[config.mk]
export PLATFORM = sky130hd
export DESIGN_NAME = hs_master_fifo
export DESIGN_NICKNAME = d
export VERILOG_FILES = /design/src/rtl/hs_master_fifo.sv
export SDC_FILE = /design/constraint.sdc
export NUM_CORES = 1
export LEC_CHECK = 0
export CAP_MARGIN = 10
export CORE_MARGIN = 4
export CORE_UTILIZATION = 52
export CTS_CLUSTER_SIZE = 25
export DETAILED_ROUTE_END_ITERATION = 8
export PLACE_DENSITY = 0.78
export SLEW_MARGIN = 25
export SYNTH_ARGS = -nofsm -noshare
export SYNTH_HDL_FRONTEND = slang
export SYNTH_SLANG_ARGS = --single-unit
[constraint.sdc]
create_clock -name clk -period 2.3 [get_ports clk]
set_input_delay 0.46 -clock clk [delete_from_list [all_inputs] [get_ports clk]]
set_output_delay 0.46 -clock clk [all_outputs]
set_load 0.005 [all_outputs]
[src/rtl/hs_master_fifo.sv]
// ---------------------------------------------------------------------------
// hs_master_fifo
//   Upstream source stage for a valid/ready slave. Producer words are
//   buffered in a DEPTH-entry FIFO. When words are waiting, the block raises
//   ren towards the slave. Once the slave answers with ready, the block
//   streams the buffered words at up to one word per cycle.
//
// Ports
//   clk       : clock, rising edge
//   rst       : asynchronous, active-low reset
//   wr_en     : producer push strobe
//   wr_data   : producer word
//   full      : FIFO holds DEPTH words; pushes are refused
//   overflow  : sticky flag, set when a push is attempted while full
//   count     : words currently buffered (0..DEPTH)
//   ren       : request to the slave (registered)
//   valid     : data_out carries a word to transfer (registered)
//   ready     : slave accept; a transfer occurs on an edge with valid && ready
//   data_out  : FIFO head word, forced to 0 while empty
//   tx_count  : completed transfers, wraps modulo 2^CW
// ---------------------------------------------------------------------------
module hs_master_fifo #(
  parameter int L     = 8,
  parameter int DEPTH = 4,
  parameter int AW    = 2,
  parameter int CW    = 16
) (
  input  logic          clk,
  input  logic          rst,
  input  logic          wr_en,
  input  logic [L-1:0]  wr_data,
  output logic          full,
  output logic          overflow,
  output logic [AW:0]   count,
  output logic          ren,
  output logic          valid,
  input  logic          ready,
  output logic [L-1:0]  data_out,
  output logic [CW-1:0] tx_count
);

  typedef enum logic [1:0] {IDLE, REQ, XFER} state_t;

  state_t        state;
  logic [L-1:0]  mem [DEPTH];
  logic [AW-1:0] wr_ptr;
  logic [AW-1:0] rd_ptr;
  logic          push;
  logic          pop;

  assign full     = (count == (AW+1)'(DEPTH));
  assign push     = wr_en && !full;
  assign pop      = valid && ready;
  assign data_out = (count == '0) ? '0 : mem[rd_ptr];

  // NOTE: the storage array has no reset; it is only observable through
  // data_out, which is masked to 0 while count==0, so stale contents never leak.
  always_ff @(posedge clk) begin
    if (push) mem[wr_ptr] <= wr_data;
  end

  // FIFO bookkeeping. The pointers are AW bits wide, so they wrap modulo DEPTH on their own.
  // NOTE: all sequential state uses non-blocking assignments so that every
  // register samples the pre-edge values of its neighbours.
  always_ff @(posedge clk or negedge rst) begin
    if (!rst) begin
      wr_ptr   <= '0;
      rd_ptr   <= '0;
      count    <= '0;
      overflow <= 1'b0;
      tx_count <= '0;
    end else begin
      if (push) wr_ptr <= wr_ptr + 1'b1;
      if (pop) begin
        rd_ptr   <= rd_ptr + 1'b1;
        tx_count <= tx_count + 1'b1;
      end
      case ({push, pop})
        2'b10:   count <= count + 1'b1;
        2'b01:   count <= count - 1'b1;
        default: count <= count;
      endcase
      // A refused push stays recorded even if a pop frees a slot on the same edge.
      if (wr_en && full) overflow <= 1'b1;
    end
  end

  // Handshake sequencer with registered ren/valid. IDLE checks the registered
  // count, so a push seen on one edge raises ren on the following edge.
  always_ff @(posedge clk or negedge rst) begin
    if (!rst) begin
      state <= IDLE;
      ren   <= 1'b0;
      valid <= 1'b0;
    end else begin
      case (state)
        IDLE: begin
          if (count != '0) begin
            state <= REQ;
            ren   <= 1'b1;
          end
        end
        REQ: begin
          if (ready) begin
            state <= XFER;
            valid <= 1'b1;
          end
        end
        XFER: begin
          // Leave XFER only when the final buffered word is popped and no replacement arrives.
          if (pop && (count == (AW+1)'(1)) && !push) begin
            state <= IDLE;
            ren   <= 1'b0;
            valid <= 1'b0;
          end
        end
        default: begin
          state <= IDLE;
          ren   <= 1'b0;
          valid <= 1'b0;
        end
      endcase
    end
  end

endmodule

==> flow_summary.toml <==
[outcome]
status = "finished, final reports clean"

[routing]
drt-vias-per-instance = 5.09
wire_per_inst_um = 15.6
drcViolationCount = 0
first_pass_iters = 4
drtIter0Drc = 86
routed_wl_um = 4750
via_count = 1547
final_antenna_net_count = 0

[cts]
htreeDepth = 3
cts_made_buffers = 9
clk_pin_slew_ns = 0.06
clkLatencyLatePin_ns = 0.33
cts-root-buf = "clkbuf_8"
cts.sinks = 60
cts_tree = "yes"
clockBufferDepth = 2

[yosys]
syn-num-nets = 192
ys_seq_area_share_pct = 64.9
yosysWarnings = 0
synth_area_per_cell_um2 = 15.1
synth_seq_cells = 60
synth_cell_type_count = 31
syn-instance-count = 170
syn_area_um2 = 2560

[min_path]
hp-class = "register to register"
whs_path_depth = 1

[power_and_ir_drop]
p_leak_uw = 0.00138
clock_power_share_pct = 24.7
power_switching_uw = 1230
power_density_nw_per_um2 = 1220
combinationalPowerShare_pct = 35.4
power_frac_seq_pct = 40.0
ir_drop_v = 0.000821
intPower_uw = 2870
power_switching_share_pct = 30.0

[sta]
hold_violations = 0
relSlewSlack_pct = 70.8
fin_crit_ns = 2.22
fin_skew_ns = 0.00708
worst_pin_slew_ns = 0.437
maxSlewViolCount = 0
fmax_mhz = 451
rsz0062_at_grt = "no"
fin_crit_sh_pct = 96.3
whs_ns = 0.469
finalSetupViolations = 0

[critical_path]
r2r_start = "count[1]"
path_class = "register to primary output"
reg2reg_to = "mem[1][0]"
crit_required_ns = 1.84
endpoint_kind = "primary output"
worst_ep_arrival_time_ns = 1.76
crit_start = "rd_ptr[0]"
cp_max_fo = 7
endpoint = "data_out[6]"
cp-start-kind = "register"
r2r_slack_ns = 0.41
r2r_cells = 6

[finish]
diodes = 0
drive_gt1_share_pct = 20.7
design_area_um2 = 3360
area_growth_pct = 31.1
fillers = 338
final_core_util_pct = 70.6
nets = 254

[flow_run]
cap_violations = 0

[grt]
track_usage_pct = 18.1
grt_pass1_wl_um = 8270
grt_max_degree = 29
grt_pass1_vias = 1687
grt.overflow.total = 0
antenna_found_initial = 0

[die]
core_region_area_um2 = 4750
start_util_pct = 53.8
rows = 25
die_area_um2 = 6110
die_x_um = 78.2
ios = 43
die_y_um = 78.2

[place]
placed_cell_area_um2 = 3100
dpl.hpwl_um = 3310
portBuffers = 42
gp_congestion = 0.812
==> final cells by class <==
type	instances	area [um2]	share of cell area, %
Clock buffer	14	215	6.41
Clock inverter	2	10.0	0.298
Inverter	9	33.8	1.01
Multi-Input combinational cell	98	855	25.5
Sequential cell	60	1660	49.5
Tap cell	67	83.8	2.50
Timing Repair Buffer	54	498	14.8
==> critical path: stages (launching register included) <==
cell	delay, ns
dfrtp_1	0.39
buf_12	0.14
mux4_2	0.50
nor2b_1	0.14
dlygate4sd2_1	0.26
==> Yosys cell counts (all sizes together) <==
library cell	count	area share, %
buf	2	0.49
nor4	1	0.24
a21oi	1	0.20
mux2	1	0.44
nand4	4	0.98
nand2	11	1.9
xnor2	15	5.1
a31oi	1	0.24
and3	2	0.49
o21ai	5	0.98
nor3	2	1.0
nor2b	10	2.4
ha	10	4.9
nand3	5	1.4
and4	1	0.34
dfrtp	28	27
a21o	1	0.29
clkbuf	1	0.20
mux4	8	7.0
and2	5	1.2
edfxtp	32	38
xor2	6	2.1
nor2	7	1.0
mux2i	1	0.39
inv	9	1.3
o311a	1	0.39
==> power groups by stage <==
stage / clock [uW] / combinational [uW] / sequential (uW)
finish: 1010 / 1450 / 1640
global route: 1080 / 1630 / 1670
CTS: 1020 / 1480 / 1640
detailed placement: 0 / 1440 / 1670
global placement: 0 / 1380 / 1640
floorplan: 0 / 782 / 1600
==> sequential cells by signal (all words and copies together) (netlist names) <==
register and count:
wr_ptr 2, valid 1, tx_count 16, overflow 1, rd_ptr 2, mem 32, ren 1, count 3
state 2
==> placed cells by master, fill, tap and decap left out, drive strengths merged, types with 4 or more instances in the layout <==
cell type      count
nand4              4
ha                10
xor2               6
edfxtp            32
o21ai              5
nand2             11
inv                9
nor2b             10
clkbuf            19
clkdlybuf4s50     34
and2               5
dfrtp             28
buf               12
nand3              5
mux4               8
xnor2             15
nor2               7
==> timing repair <==
action,4_1_cts,5_1_grt
pin swaps,0,0
endpoints found under the setup margin,8,5
resized for setup,13,7
hold buffers,0,0
setup buffers,6,1
==> stage by stage <==
| stage | setup slack (ns) | TNS [ns] | cells | power, uW |
|---|---|---|---|---|
| after detailed placement | 0.174 | 0 | 281 | 3100 |
| after global placement | 0.197 | 0 | 281 | 3010 |
| after global routing | 0.00599 | 0 | 304 | 4380 |
| final | 0.0840 | 0 | 304 | 4100 |
| after floorplan | 0.479 | 0 | 170 | 2380 |
| after CTS | -0.0186 | -0.0186 | 303 | 4130 |
==> cell families (layout without fill, tap and decap cells) <==
kind of cell / Yosys count / after routing / synth area share, %
DFF: 60 / 60 / 64.9
xor gates and xnor gates: 21 / 21 / 7.18
muxes: 10 / 10 / 7.87
AOI/OAI and AO/OA: 9 / 9 / 2.10
buffers and inverters: 12 / 79 / 2.00
adders and majority gates: 10 / 10 / 4.89
and+or+nand+nor: 48 / 48 / 11.0
==> worst min path at each step <==
stage / startpoint / to / slack [ns]
floorplan: rst / count[0] / 0.16
global placement: overflow / overflow / 0.44
detailed placement: overflow / overflow / 0.45
CTS: overflow / overflow / 0.47
global route: overflow / overflow / 0.50
finish: overflow / overflow / 0.47
==> layer usage <==
| metal | vias to the layer above | wire length, um | GRT usage [%] |
|---|---|---|---|
| li1 | 727 | - | - |
| met1 | 766 | 2050 | 21.9 |
| met5 | - | 0 | 0 |
| met4 | 0 | 141 | 10.5 |
| met3 | 13 | 208 | 4.93 |
| met2 | 41 | 2350 | 29.1 |
No activity file was read; power rests on OpenSTA's default activity.
